$ cat config.mk
export PLATFORM = sky130hd
export DESIGN_NAME = i2s_apb_streamer
export DESIGN_NICKNAME = d
export VERILOG_FILES = /design/src/rtl/i2s_apb_streamer_pkg.sv /design/src/rtl/i2s_apb_streamer_arb.sv /design/src/rtl/i2s_apb_streamer.sv
export SDC_FILE = /design/constraint.sdc
export NUM_CORES = 1
export LEC_CHECK = 0
export ABC_AREA = 1
export CAP_MARGIN = 30
export CORE_MARGIN = 10
export CORE_UTILIZATION = 38
export CTS_CLUSTER_DIAMETER = 120
export DETAILED_ROUTE_END_ITERATION = 8
export GPL_TIMING_DRIVEN = 1
export PLACE_DENSITY = 0.78
export RECOVER_POWER = 25
export SLEW_MARGIN = 5
export SYNTH_ARGS = -nofsm -noshare
export SYNTH_HDL_FRONTEND = slang
export SYNTH_SLANG_ARGS = --single-unit
$ cat constraint.sdc
create_clock -name pclk -period 1.5 [get_ports pclk]
set_clock_uncertainty 0.05 [all_clocks]
set_input_delay 0.225 -clock pclk [delete_from_list [all_inputs] [get_ports pclk]]
set_output_delay 0.225 -clock pclk [all_outputs]
set_load 0.01 [all_outputs]
$ cat src/rtl/i2s_apb_streamer_pkg.sv
// Shared types and default addresses for the I2S APB streamer.
package i2s_apb_streamer_pkg;

   typedef enum logic [1:0] {
      IDLE,
      SETUP,
      ACCESS
   } apb_st_t;

   typedef enum logic [1:0] {
      GNT_NONE,
      GNT_CTRL,
      GNT_RX,
      GNT_TX
   } gnt_t;

   localparam logic [31:0] DEF_CTRL_TX_ADDR = 32'h0000_0000;
   localparam logic [31:0] DEF_TX_ADDR      = 32'h0000_0004;
   localparam logic [31:0] DEF_RX_ADDR      = 32'h0000_0018;
   localparam logic [31:0] CTRL_INST_STRIDE = 32'h0000_0010;
   localparam int unsigned DEF_TIMEOUT      = 16;

endpackage

$ cat src/rtl/i2s_apb_streamer_arb.sv
// Grant logic: control writes first, then round-robin between the RX poll and the TX stream.
module i2s_apb_streamer_arb
   import i2s_apb_streamer_pkg::*;
(
   input  logic pclk,
   input  logic preset,
   input  logic i_idle,
   input  logic i_ctrl_req,
   input  logic i_rx_req,
   input  logic i_tx_req,
   output gnt_t o_gnt
);

   logic r_ptr_tx;

   always_comb begin
      o_gnt = GNT_NONE;
      if (i_idle) begin
         if (i_ctrl_req) begin
            o_gnt = GNT_CTRL;
         end else if (i_rx_req && i_tx_req) begin
            o_gnt = r_ptr_tx ? GNT_TX : GNT_RX;
         end else if (i_rx_req) begin
            o_gnt = GNT_RX;
         end else if (i_tx_req) begin
            o_gnt = GNT_TX;
         end
      end
   end

   // Control grants leave the pointer alone so a control burst cannot skew RX/TX fairness.
   always_ff @(posedge pclk or negedge preset) begin
      if (!preset) begin
         r_ptr_tx <= 1'b0;
      end else if (o_gnt == GNT_RX) begin
         r_ptr_tx <= 1'b1;
      end else if (o_gnt == GNT_TX) begin
         r_ptr_tx <= 1'b0;
      end
   end

endmodule

$ cat src/rtl/i2s_apb_streamer.sv
// APB master upstream of I2S_top: TX stream -> TxFIFO writes, RxFIFO polls -> RX stream, control writes.
// state  | meaning
// IDLE   | grant cycle; s_tready can assert here only
// SETUP  | psel=1 penable=0; timeout counter loaded
// ACCESS | psel=1 penable=1; wait for pready or timeout
module i2s_apb_streamer
   import i2s_apb_streamer_pkg::*;
#(
   parameter logic [31:0] CTRL_TX_ADDR = DEF_CTRL_TX_ADDR,
   parameter logic [31:0] TX_ADDR      = DEF_TX_ADDR,
   parameter logic [31:0] RX_ADDR      = DEF_RX_ADDR,
   parameter int unsigned TIMEOUT      = DEF_TIMEOUT
) (
   input  logic        pclk,
   input  logic        preset,
   input  logic [31:0] s_tdata,
   input  logic        s_tvalid,
   output logic        s_tready,
   output logic [31:0] m_tdata,
   output logic        m_tvalid,
   input  logic        m_tready,
   input  logic        ctrl_req,
   input  logic [31:0] ctrl_addr,
   input  logic [31:0] ctrl_wdata,
   output logic        ctrl_ack,
   input  logic        tx_full,
   input  logic        rx_empty,
   output logic        psel,
   output logic        penable,
   output logic        pwrite,
   output logic [31:0] paddr,
   output logic [31:0] pwdata,
   input  logic [31:0] prdata,
   input  logic        pready,
   output logic        err,
   output logic [15:0] tx_words,
   output logic [15:0] rx_words
);

   localparam int unsigned     TMO_W    = $clog2(TIMEOUT);
   localparam logic [TMO_W-1:0] TMO_LOAD = TMO_W'(TIMEOUT - 1);
   localparam logic [31:0]     CTRL_RX_ADDR = CTRL_TX_ADDR + CTRL_INST_STRIDE;

   apb_st_t          r_state;
   gnt_t             r_kind;
   logic [TMO_W-1:0] r_tmo;
   logic             r_psel;
   logic             r_penable;
   logic             r_pwrite;
   logic [31:0]      r_paddr;
   logic [31:0]      r_pwdata;
   logic [31:0]      r_m_tdata;
   logic             r_m_tvalid;
   logic             r_ctrl_ack;
   logic             r_err;
   logic [15:0]      r_tx_words;
   logic [15:0]      r_rx_words;

   gnt_t             w_gnt;
   logic             w_ctrl_req;
   logic             w_rx_req;
   logic             w_tx_req;
   logic [31:0]      w_ctrl_paddr;

   // ctrl_req is still high during the ack cycle; masking it avoids a duplicate write.
   assign w_ctrl_req = ctrl_req & ~r_ctrl_ack;
   assign w_rx_req   = ~rx_empty & ~r_m_tvalid;
   assign w_tx_req   = s_tvalid & ~tx_full;

   // Only the two control registers are reachable; anything else lands on the TX instance.
   assign w_ctrl_paddr = (ctrl_addr == CTRL_RX_ADDR) ? CTRL_RX_ADDR : CTRL_TX_ADDR;

   i2s_apb_streamer_arb u_arb (
      .pclk       (pclk),
      .preset     (preset),
      .i_idle     (r_state == IDLE),
      .i_ctrl_req (w_ctrl_req),
      .i_rx_req   (w_rx_req),
      .i_tx_req   (w_tx_req),
      .o_gnt      (w_gnt)
   );

   always_ff @(posedge pclk or negedge preset) begin
      if (!preset) begin
         r_state    <= IDLE;
         r_kind     <= GNT_NONE;
         r_tmo      <= '0;
         r_psel     <= 1'b0;
         r_penable  <= 1'b0;
         r_pwrite   <= 1'b0;
         r_paddr    <= '0;
         r_pwdata   <= '0;
         r_m_tdata  <= '0;
         r_m_tvalid <= 1'b0;
         r_ctrl_ack <= 1'b0;
         r_err      <= 1'b0;
         r_tx_words <= '0;
         r_rx_words <= '0;
      end else begin
         r_ctrl_ack <= 1'b0;
         if (r_m_tvalid && m_tready) begin
            r_m_tvalid <= 1'b0;
         end
         case (r_state)
            IDLE: begin
               if (w_gnt != GNT_NONE) begin
                  r_state <= SETUP;
                  r_kind  <= w_gnt;
                  r_psel  <= 1'b1;
                  case (w_gnt)
                     GNT_CTRL: begin
                        r_paddr  <= w_ctrl_paddr;
                        r_pwrite <= 1'b1;
                        r_pwdata <= ctrl_wdata;
                     end
                     GNT_RX: begin
                        r_paddr  <= RX_ADDR;
                        r_pwrite <= 1'b0;
                        r_pwdata <= '0;
                     end
                     GNT_TX: begin
                        r_paddr  <= TX_ADDR;
                        r_pwrite <= 1'b1;
                        r_pwdata <= s_tdata;
                     end
                     default: ;
                  endcase
               end
            end
            SETUP: begin
               r_state   <= ACCESS;
               r_penable <= 1'b1;
               r_tmo     <= TMO_LOAD;
            end
            ACCESS: begin
               if (pready) begin
                  r_state   <= IDLE;
                  r_psel    <= 1'b0;
                  r_penable <= 1'b0;
                  case (r_kind)
                     GNT_CTRL: r_ctrl_ack <= 1'b1;
                     GNT_RX: begin
                        r_m_tdata  <= prdata;
                        r_m_tvalid <= 1'b1;
                        r_rx_words <= r_rx_words + 16'd1;
                     end
                     GNT_TX:   r_tx_words <= r_tx_words + 16'd1;
                     default: ;
                  endcase
               end else if (r_tmo == '0) begin
                  // Abort: the word is dropped, only the control requester is told.
                  r_state   <= IDLE;
                  r_psel    <= 1'b0;
                  r_penable <= 1'b0;
                  r_err     <= 1'b1;
                  if (r_kind == GNT_CTRL) begin
                     r_ctrl_ack <= 1'b1;
                  end
               end else begin
                  r_tmo <= r_tmo - TMO_W'(1);
               end
            end
            default: r_state <= IDLE;
         endcase
      end
   end

   assign s_tready = preset & (w_gnt == GNT_TX);
   assign m_tdata  = r_m_tdata;
   assign m_tvalid = r_m_tvalid;
   assign ctrl_ack = r_ctrl_ack;
   assign psel     = r_psel;
   assign penable  = r_penable;
   assign pwrite   = r_pwrite;
   assign paddr    = r_paddr;
   assign pwdata   = r_pwdata;
   assign err      = r_err;
   assign tx_words = r_tx_words;
   assign rx_words = r_rx_words;

endmodule

==> results.toml <==
[floorplan]
fp.dieW_um = 145
die_area_mm2 = 0.0209
ios = 271
rows = 45
core-area_mm2 = 0.0152
die_h_um = 145
start_util_pct = 38.8

[clock_tree]
cts_max_path_buffers = 2
cts_buffers = 17
cts.sinks = 114
path_clk_slew_ps = 50
cts-root-buf = "clkbuf_16"
cts_tree = "done"
ctsHtreeMaxLevel = 4
clk_latency_ps = 420

[layout]
fin_nets = 1235
post-route-util_pct = 68.3
fin_area_mm2 = 0.0104
n_antenna_cell = 0
synthToLayoutAreaGrowth_pct = 75.8
drive_gt1_share_pct = 22.5

[worst_hold_path]
min_path_cells = 3
hp-class = "in -> reg"

[global_route]
grt_pass1_vias = 6203
antenna_found_initial = 1
grt_usage_pct = 20.2
grt_pass1_wl_mm = 32.7
grt_overflow_total = 0
grt_max_degree = 115

[routing]
drt_iter0_markers = 336
num_vias = 6211
wirelength_mm = 22.4
drc = 0
final_antenna_net_count = 0
viasPerCell = 4.80
wl_per_cell_um = 17.3
dr.pass1.iters = 5

[timing]
rsz0062_at_grt = "true"
min_period_ps = 1790
fmax_mhz = 557
worstMarginPinSlew_ps = 950
setup_viol = 103
relSlewSlack_pct = 36.7
finalCritPeriodShare_pct = 120
setup_tns_ps = -13320
finalHoldViolations = 0
drv_slew = 0
setup_ws_ps = -294

[synth]
ys_seq_elements = 114
yosysMostFrequentCell = "nand2_1"
synth_ff_type = "dfrtp_1"
netlist_top_cells_count = "366 x nand2_1, 114 x dfrtp_1, 66 x inv_1"
syn_area_per_cell_um2 = 7.50
synth_seq_area_share_pct = 48.3
synth.area.top_cells = "dfrtp_1 48%, nand2_1 23%, buf_4 4.5%"
synth_edf_count = 0
synth.distinct_cells = 33
yosys.area.top_type_share_pct = 48.3
synthArstFlopShare_pct = 100
syn_inst = 787
yosysWarnings = 0
netlist_area_mm2 = 0.00590
synth_top_area_cell = "dfrtp_1"

[critical_path]
rrSetupSlack_ps = -260
required_ps = 1220
r2r_cells = 11
crit_path_start_kind = "flop"
cp_max_fo = 2
crit_path_end_kind = "primary output"
cp.arrival_ps = 1520
crit_type = "reg -> out"

[job]
drv_cap = 0

[placement]
pre_cts_ws_ps = -665
place_area_mm2 = 0.00866
port_buffers = 241
gp_congestion = 0.925
place_hpwl_mm = 14.8

[power_and_ir_drop]
p_leak_nw = 5.48
peakVddDrop_mv = 1.04
power_density_mw_per_mm2 = 1590

[run_status]
violations = "setup timing"
outcome = "complete, but fails checks"
==> worst max-delay path, stage by stage (launching register included) <==
cell and delay (ps):
dfrtp_1 380, nor2_4 50, buf_4 130, buf_6 110, a21oi_4 140, nand2_2 80
nor2_2 70, buf_2 130
==> metrics by stage <==
step	std cells	power [mW]	hold slack, ps
after floorplan	815	7.82	-121
after global placement	1232	11.4	321
after detailed placement	1232	11.6	327
after CTS	1288	15.9	276
after global routing	1295	17.5	308
final	1295	16.6	308
==> power by group <==
part | internal [mW] | leakage [nW] | switching [mW]
Sequential | 4.26 | 1.42 | 0.899
Clock | 2.55 | 0.273 | 1.40
Combinational | 3.58 | 3.79 | 3.86
==> routing by layer <==
| metal | vias up | part of all wire (%) | global-route usage (%) |
|---|---|---|---|
| met4 | 2 | 1.9 | 6.28 |
| met3 | 33 | 8.2 | 7.89 |
| met5 | - | 0.089 | 0 |
| met2 | 227 | 52 | 34.4 |
| met1 | 2967 | 38 | 22.9 |
| li1 | 2982 | - | - |
==> flip-flops by register name, indices dropped and copies added (netlist names) <==
name	flops
m_tdata	32
rx_words	16
r_tmo	4
paddr	3
pwdata	32
penable	1
ctrl_ack	1
u_arb.r_ptr_tx	1
m_tvalid	1
tx_words	16
r_state	2
err	1
r_kind	2
psel	1
pwrite	1
==> logic make-up after synthesis <==
group / after synthesis / synth area share, %
DFF: 114 / 48.3
and+or+nand+nor: 501 / 35.0
buffers and inverters: 123 / 10.7
adders and majority gates: 3 / 0.636
AOI/OAI and AO/OA: 25 / 2.37
xor gates and xnor gates: 20 / 2.97
other: 1 / 0.0635
==> final timing paths <==
path                          endpoint  startpoint
setup / recovery              s_tready    m_tvalid
hold / removal              m_tdata[9]   prdata[9]
setup reg to reg            pwdata[21]    m_tvalid
hold reg to reg               paddr[2]    paddr[2]
max in group asynchronous  rx_words[0]      preset
min in group asynchronous   pwdata[27]      preset
==> final cells by class <==
| type | count | area, um^2 |
|---|---|---|
| Clock buffer | 25 | 485 |
| Clock inverter | 5 | 77.6 |
| Fill cell | 1168 | 4820 |
| Inverter | 70 | 317 |
| Multi-Input combinational cell | 578 | 3090 |
| Sequential cell | 114 | 2860 |
| Tap cell | 188 | 235 |
| Timing Repair Buffer | 315 | 3320 |
==> what timing repair did <==
action / in CTS / in global routing
pin swaps: 42 / 45
setup buffers: 11 / 10
gates cloned: 14 / 4
hold endpoints to repair: 114 / 0
resized for setup: 219 / 145
endpoints found under the setup margin: 209 / 113
hold buffers: 1 / 0
==> placed cells by master, fill, tap and decap left out, drive strengths merged, types with 3 or more instances in the layout <==
master and count:
conb 29, clkdlybuf4s50 134, inv 67, buf 69, xor2 14, nand2 369, ha 3, clkinv 5
a21oi 4, o21ai 17, dfrtp 114, xnor2 6, nand4 9, clkbuf 32, dlygate4sd2 103, nor2 53
nand3 52, nor3 14
Note: power is estimated with default switching activity, not from simulation.
